File: src/rtl/csr_pkg.sv
// Shared constants for the counter CSR unit: CSR addresses, modify-operation
// encodings, the decoded-selector enum and the read-modify-write helpers.
package csr_pkg;

    localparam logic [11:0] CSR_MCYCLE        = 12'hB00;
    localparam logic [11:0] CSR_MCYCLEH       = 12'hB80;
    localparam logic [11:0] CSR_MINSTRET      = 12'hB02;
    localparam logic [11:0] CSR_MINSTRETH     = 12'hB82;
    localparam logic [11:0] CSR_CYCLE         = 12'hC00;
    localparam logic [11:0] CSR_TIME          = 12'hC01;
    localparam logic [11:0] CSR_INSTRET       = 12'hC02;
    localparam logic [11:0] CSR_CYCLEH        = 12'hC80;
    localparam logic [11:0] CSR_TIMEH         = 12'hC81;
    localparam logic [11:0] CSR_INSTRETH      = 12'hC82;
    localparam logic [11:0] CSR_MCOUNTINHIBIT = 12'h320;

    localparam logic [1:0] CSR_OP_NONE  = 2'd0;
    localparam logic [1:0] CSR_OP_WRITE = 2'd1;
    localparam logic [1:0] CSR_OP_SET   = 2'd2;
    localparam logic [1:0] CSR_OP_CLEAR = 2'd3;

    typedef enum logic [2:0] {
        SEL_NONE,
        SEL_CYC_LO,
        SEL_CYC_HI,
        SEL_INS_LO,
        SEL_INS_HI,
        SEL_INHIBIT
    } csr_sel_e;

    function automatic logic [31:0] csr_apply_op(input logic [1:0]  op,
                                                 input logic [31:0] old,
                                                 input logic [31:0] operand);
        logic [31:0] res;
        case (op)
            CSR_OP_WRITE: res = operand;
            CSR_OP_SET:   res = old | operand;
            CSR_OP_CLEAR: res = old & ~operand;
            default:      res = old;
        endcase
        return res;
    endfunction

    function automatic logic csr_apply_bit(input logic [1:0] op,
                                           input logic       old,
                                           input logic       operand);
        logic res;
        case (op)
            CSR_OP_WRITE: res = operand;
            CSR_OP_SET:   res = old | operand;
            CSR_OP_CLEAR: res = old & ~operand;
            default:      res = old;
        endcase
        return res;
    endfunction

endpackage

File: src/rtl/csr_counter64.sv
// Counter of up to 64 bits with increment enable and 32-bit half-word
// read-modify-write; a write takes priority over the increment that cycle.
module csr_counter64
    import csr_pkg::*;
#(
    parameter int CNT_WIDTH = 64
) (
    input  logic        clk,
    input  logic        rstn,
    input  logic        inc_i,
    input  logic        wr_i,
    input  logic        wr_hi_i,
    input  logic [1:0]  op_i,
    input  logic [31:0] wdata_i,
    output logic [63:0] count_o
);

    localparam logic [CNT_WIDTH-1:0] ONE = CNT_WIDTH'(1);

    logic [CNT_WIDTH-1:0] count_q;
    logic [CNT_WIDTH-1:0] count_d;
    logic [63:0]          count_ext;
    logic [31:0]          half_old;
    logic [31:0]          half_new;
    logic [63:0]          written;

    // Bits above CNT_WIDTH read as zero and are dropped on writes.
    assign count_ext = 64'(count_q);
    assign half_old  = wr_hi_i ? count_ext[63:32] : count_ext[31:0];
    assign half_new  = csr_apply_op(op_i, half_old, wdata_i);
    assign written   = wr_hi_i ? {half_new, count_ext[31:0]}
                               : {count_ext[63:32], half_new};

    always_comb begin
        count_d = count_q;
        if (wr_i) begin
            count_d = written[CNT_WIDTH-1:0];
        end else if (inc_i) begin
            count_d = count_q + ONE;
        end
    end

    always_ff @(posedge clk) begin
        if (!rstn) begin
            count_q <= '0;
        end else begin
            count_q <= count_d;
        end
    end

    assign count_o = count_ext;

endmodule

File: src/rtl/csr_counter.sv
// Cycle/instret counter CSR unit. Optional mcountinhibit register is enabled
// by defining CSR_COUNTER_INHIBIT_EN.
module csr_counter
    import csr_pkg::*;
#(
    parameter int CNT_WIDTH = 64
) (
    input  logic        clk,
    input  logic        rstn,
    input  logic        retired,
    input  logic        read,
    input  logic [1:0]  modify,
    input  logic [31:0] wdata,
    input  logic [11:0] addr,
    output logic [31:0] rdata,
    output logic        valid
);

    // Handshake: a request is taken on every posedge where read=1 (no
    // backpressure). One cycle later valid=1 with rdata holding the CSR value
    // from before that edge, or valid=0/rdata=0 if the address is not ours or
    // a read-only counter was asked to modify.

    csr_sel_e    sel;
    logic        user_ro;
    logic        accept;
    logic        wr_en;
    logic        cyc_inh;
    logic        ins_inh;
    logic [31:0] inhibit_word;
    logic [63:0] cycle_cnt;
    logic [63:0] instret_cnt;
    logic [31:0] rdata_d;
    logic [31:0] rdata_q;
    logic        valid_d;
    logic        valid_q;

    always_comb begin
        sel     = SEL_NONE;
        user_ro = 1'b0;
        case (addr)
            CSR_MCYCLE:               sel = SEL_CYC_LO;
            CSR_MCYCLEH:              sel = SEL_CYC_HI;
            CSR_MINSTRET:             sel = SEL_INS_LO;
            CSR_MINSTRETH:            sel = SEL_INS_HI;
            CSR_CYCLE, CSR_TIME: begin
                sel     = SEL_CYC_LO;
                user_ro = 1'b1;
            end
            CSR_CYCLEH, CSR_TIMEH: begin
                sel     = SEL_CYC_HI;
                user_ro = 1'b1;
            end
            CSR_INSTRET: begin
                sel     = SEL_INS_LO;
                user_ro = 1'b1;
            end
            CSR_INSTRETH: begin
                sel     = SEL_INS_HI;
                user_ro = 1'b1;
            end
`ifdef CSR_COUNTER_INHIBIT_EN
            CSR_MCOUNTINHIBIT:        sel = SEL_INHIBIT;
`endif
            default:                  sel = SEL_NONE;
        endcase
    end

    assign accept = read && (sel != SEL_NONE) && !(user_ro && (modify != CSR_OP_NONE));
    assign wr_en  = accept && (modify != CSR_OP_NONE);

`ifdef CSR_COUNTER_INHIBIT_EN
    logic inh_cy_q;
    logic inh_cy_d;
    logic inh_ir_q;
    logic inh_ir_d;

    always_comb begin
        inh_cy_d = inh_cy_q;
        inh_ir_d = inh_ir_q;
        if (wr_en && (sel == SEL_INHIBIT)) begin
            inh_cy_d = csr_apply_bit(modify, inh_cy_q, wdata[0]);
            inh_ir_d = csr_apply_bit(modify, inh_ir_q, wdata[2]);
        end
    end

    always_ff @(posedge clk) begin
        if (!rstn) begin
            inh_cy_q <= 1'b0;
            inh_ir_q <= 1'b0;
        end else begin
            inh_cy_q <= inh_cy_d;
            inh_ir_q <= inh_ir_d;
        end
    end

    assign cyc_inh      = inh_cy_q;
    assign ins_inh      = inh_ir_q;
    assign inhibit_word = {29'd0, inh_ir_q, 1'b0, inh_cy_q};
`else
    assign cyc_inh      = 1'b0;
    assign ins_inh      = 1'b0;
    assign inhibit_word = 32'd0;
`endif

    csr_counter64 #(
        .CNT_WIDTH(CNT_WIDTH)
    ) u_cycle (
        .clk     (clk),
        .rstn    (rstn),
        .inc_i   (!cyc_inh),
        .wr_i    (wr_en && ((sel == SEL_CYC_LO) || (sel == SEL_CYC_HI))),
        .wr_hi_i (sel == SEL_CYC_HI),
        .op_i    (modify),
        .wdata_i (wdata),
        .count_o (cycle_cnt)
    );

    csr_counter64 #(
        .CNT_WIDTH(CNT_WIDTH)
    ) u_instret (
        .clk     (clk),
        .rstn    (rstn),
        .inc_i   (retired && !ins_inh),
        .wr_i    (wr_en && ((sel == SEL_INS_LO) || (sel == SEL_INS_HI))),
        .wr_hi_i (sel == SEL_INS_HI),
        .op_i    (modify),
        .wdata_i (wdata),
        .count_o (instret_cnt)
    );

    always_comb begin
        rdata_d = 32'd0;
        valid_d = 1'b0;
        if (accept) begin
            valid_d = 1'b1;
            case (sel)
                SEL_CYC_LO:  rdata_d = cycle_cnt[31:0];
                SEL_CYC_HI:  rdata_d = cycle_cnt[63:32];
                SEL_INS_LO:  rdata_d = instret_cnt[31:0];
                SEL_INS_HI:  rdata_d = instret_cnt[63:32];
                SEL_INHIBIT: rdata_d = inhibit_word;
                default:     rdata_d = 32'd0;
            endcase
        end
    end

    always_ff @(posedge clk) begin
        if (!rstn) begin
            rdata_q <= 32'd0;
            valid_q <= 1'b0;
        end else begin
            rdata_q <= rdata_d;
            valid_q <= valid_d;
        end
    end

    assign rdata = rdata_q;
    assign valid = valid_q;

endmodule

File: config.mk
export PLATFORM = sky130hd
export DESIGN_NAME = csr_counter
export DESIGN_NICKNAME = d
export VERILOG_FILES = /design/src/rtl/csr_pkg.sv /design/src/rtl/csr_counter64.sv /design/src/rtl/csr_counter.sv
export SDC_FILE = /design/constraint.sdc
export NUM_CORES = 1
export LEC_CHECK = 0
export CAP_MARGIN = 20
export CELL_PAD_IN_SITES_DETAIL_PLACEMENT = 1
export CELL_PAD_IN_SITES_GLOBAL_PLACEMENT = 1
export CORE_MARGIN = 10
export CORE_UTILIZATION = 48
export DETAILED_ROUTE_END_ITERATION = 10
export GPL_TIMING_DRIVEN = 0
export PLACE_DENSITY_LB_ADDON = 0.1
export SLEW_MARGIN = 25
export SYNTH_ARGS = -nofsm -noshare
export SYNTH_HDL_FRONTEND = slang
export SYNTH_SLANG_ARGS = --single-unit
File: constraint.sdc
create_clock -name clk -period 5.5 [get_ports clk]
set_input_delay 0.825 -clock clk [delete_from_list [all_inputs] [get_ports clk]]
set_output_delay 0.825 -clock clk [all_outputs]
set_load 0.02 [all_outputs]
==> reports/qor.yml <==
grt:
  globalRouteOverflowTotal: 0
  via_count_of_the_first_global_routing_pass: 14992
  global_route_total_usage_across_every_layer_pct: 42.3
  global_route_wire_length_before_repair_um: 98400
  grt_max_degree: 17
  antenna_found_initial: 1
synthesis:
  ys_seq_area_share_pct: 27.5
  post_synth_arst_share_pct: 0
  most_used_dff_post_synth: "sky130_fd_sc_hd__dfxtp_1"
  postSynthRegisterBits: 161
  yosys_warnings: 0
  synthesis.area_per_instance_um2: 7.49
  synthesis.nets: 1614
  synth_cells: 1562
  netlist-cell-type-count: 88
  syn_area_um2: 11700
  synth_enable_flop_cells: 0
drt:
  routed-via-count: 15352
  totalWireLength_um: 68300
  average_wire_per_standard_cell_um: 34.1
  drc: 0
  drtIter0Drc: 2538
  route.antenna.remaining_nets: 0
  via_per_inst: 7.67
  dr.pass1.iters: 9
floorplan:
  io_pins: 83
  core_region_area_um2: 24200
  chipHeight_um: 176
  site_row_count: 57
  initial_core_util_pct: 48.4
  floorplan.die_area_um2: 31000
  dieWidth_um: 176
clocking:
  cts_htree_levels: 4
  worstSkewPairLatency_ns: 0.47
  cts_sinks: 161
  clock_tree.buffer_depth: 2
  tritoncts.num_buffers: 17
  cts_hold_repair.buffers: 0
  count_of_instances_resized_after_the_clock_tree_is_built: 0
  cts_post_setup_buffers_inserted: 0
  clk_pin_slew_ns: 0.08
  clk_root_buf: "sky130_fd_sc_hd__clkbuf_16"
  cts_tree: "done"
sta:
  slew_headroom_pct: 19.2
  worst_setup_skew_after_layout_ns: 0.0202
  rsz0062_at_grt: "no"
  finalHoldViolCount: 0
  post-route-min-period_ns: 4.50
  timing_max_transition_violations_final: 0
  setup_tns_ns: 0
  max_slew.worst_pin.slew_ns: 1.21
  setup_viol: 0
  fin_hold_ws_ns: 0.559
  finalWorstSetupSlack_ns: 1.00
  final_min_period_over_clock_period_pct: 81.8
  timing.fmax_ghz: 0.222
place:
  hpwl_um: 51600
  dp_slack_ns: 0.715
  port-buffer-count: 80
  finalWeightedCongestion: 1.04
cells_and_area:
  final_nets: 1716
  share_of_layout_cells_above_drive_strength_1_pct: 7.81
  area_growth_pct: 16.0
power:
  powerDensity_nw_per_um2: 213
  max-vdd-ir-drop_mv: 0.151
  power.static_leakage_nw: 4.02
setup_path:
  worstPathMaxFanout: 10
  cp.arrival_ns: 4.87
  endpoint_kind: "register"
  critPathLaunchType: "input pin"
  critPathKind: "input pin to register"
  critical_path_required_ns: 5.87
flow_run:
  drv_cap: 0
worst_hold_path:
  worstHoldPathType: "register to register"
status:
  run_status: "finished, final reports clean"
-- layout make-up --
| cell class | instances | area, um2 |
|---|---|---|
| Multi-Input combinational cell | 1246 | 7880 |
| Clock inverter | 14 | 165 |
| Clock buffer | 18 | 439 |
| Sequential cell | 161 | 3220 |
| Antenna cell | 1 | 2.50 |
| Inverter | 21 | 78.8 |
| Buffer | 134 | 566 |
| Tap cell | 324 | 405 |
| Timing Repair Buffer | 83 | 823 |
| Fill cell | 3044 | 10600 |
-- through the flow --
step,std cells,instance area (um2),power (mW),util (%)
5_1_grt,2001,13600,2.91,56.2
4_1_cts,1999,13600,2.83,56.0
3_5_place_dp,1967,12900,1.56,53.5
3_3_place_gp,1966,12900,1.55,53.4
2_1_floorplan,1562,11700,1.38,-
6_report,2002,13600,2.90,56.2
-- power breakdown --
part	internal (mW)	switching, mW
Combinational	0.107	0.267
Sequential	1.18	0.0201
Clock	0.700	0.627
Total	1.98	0.915
-- final timing paths --
kind,cells after the start,to,from,slack (ns)
worst min register to register,2,u_instret.count_o[61],u_instret.count_o[61],0.56
worst max register to register,8,u_instret.count_o[60],u_instret.count_o[6],1.77
worst min-delay path,2,u_instret.count_o[61],u_instret.count_o[61],0.56
worst max-delay path,8,u_instret.count_o[54],addr[0],1.0
-- routing by layer --
| layer | vias to the layer above | track usage (%) | part of all wire (%) |
|---|---|---|---|
| li1 | 6205 | - | - |
| met1 | 7449 | 49.9 | 35 |
| met2 | 1288 | 64.7 | 43 |
| met3 | 410 | 12.2 | 13 |
| met4 | 0 | 30.3 | 8.4 |
| met5 | - | 0 | 0 |
-- cell usage after synthesis (20+ instances only) --
master                       n  area share [%]
sky130_fd_sc_hd__nand2_1   182             5.8
sky130_fd_sc_hd__dfxtp_1   161              28
sky130_fd_sc_hd__a21oi_1   115             4.9
sky130_fd_sc_hd__nor2_1    107             3.4
sky130_fd_sc_hd__clkbuf_1  101             3.2
sky130_fd_sc_hd__o21ai_0    79             3.4
sky130_fd_sc_hd__nand3_1    70             3.0
sky130_fd_sc_hd__nand4_1    58             3.1
sky130_fd_sc_hd__nor3_1     50             2.1
sky130_fd_sc_hd__nor4_1     46             2.5
sky130_fd_sc_hd__a22oi_1    45             2.9
sky130_fd_sc_hd__xnor2_1    35             2.6
sky130_fd_sc_hd__mux2i_1    33             2.8
sky130_fd_sc_hd__a31oi_1    31             1.7
sky130_fd_sc_hd__mux2_2     31             3.0
sky130_fd_sc_hd__and3_1     25             1.3
sky130_fd_sc_hd__a22o_1     24             1.8
sky130_fd_sc_hd__inv_1      20            0.64
-- sequential cells by signal (all words and copies together) (netlist names) --
| signal | cells |
|---|---|
| u_cycle.count_o | 64 |
| u_instret.count_o | 64 |
| rdata | 32 |
| valid | 1 |
-- kinds of logic after synthesis --
| group | after synthesis | synth area share (%) |
|---|---|---|
| compound gates | 508 | 30.6 |
| xor+xnor | 44 | 3.29 |
| fa+ha+maj | 2 | 0.214 |
| buf+inv | 155 | 5.49 |
| flops | 161 | 27.5 |
| mux | 64 | 5.80 |
| simple gates | 628 | 27.1 |
-- cells in the final DEF, fill, tap and decap left out, types with 35 or more instances in the layout --
cell type | synthesis | final
sky130_fd_sc_hd__nand3_1 | 70 | 70
sky130_fd_sc_hd__nand4_1 | 58 | 58
sky130_fd_sc_hd__nand2_1 | 182 | 182
sky130_fd_sc_hd__a22oi_1 | 45 | 45
sky130_fd_sc_hd__nor2_1 | 107 | 107
sky130_fd_sc_hd__clkdlybuf4s50_1 | 0 | 80
sky130_fd_sc_hd__nor4_1 | 46 | 43
sky130_fd_sc_hd__o21ai_0 | 79 | 79
sky130_fd_sc_hd__xnor2_1 | 35 | 35
sky130_fd_sc_hd__nor3_1 | 50 | 47
sky130_fd_sc_hd__dfxtp_1 | 161 | 161
sky130_fd_sc_hd__a21oi_1 | 115 | 115
sky130_fd_sc_hd__clkbuf_1 | 101 | 100
-- worst max-delay path, stage by stage --
cell	delay, ns
sky130_fd_sc_hd__clkdlybuf4s50_1	0.55
sky130_fd_sc_hd__nor4b_1	0.59
sky130_fd_sc_hd__nand4_1	0.70
sky130_fd_sc_hd__nand2_1	0.53
sky130_fd_sc_hd__clkbuf_1	0.53
sky130_fd_sc_hd__buf_1	0.63
sky130_fd_sc_hd__nand2_1	0.20
sky130_fd_sc_hd__o221a_2	0.31
(Power assumes the default switching activity.)
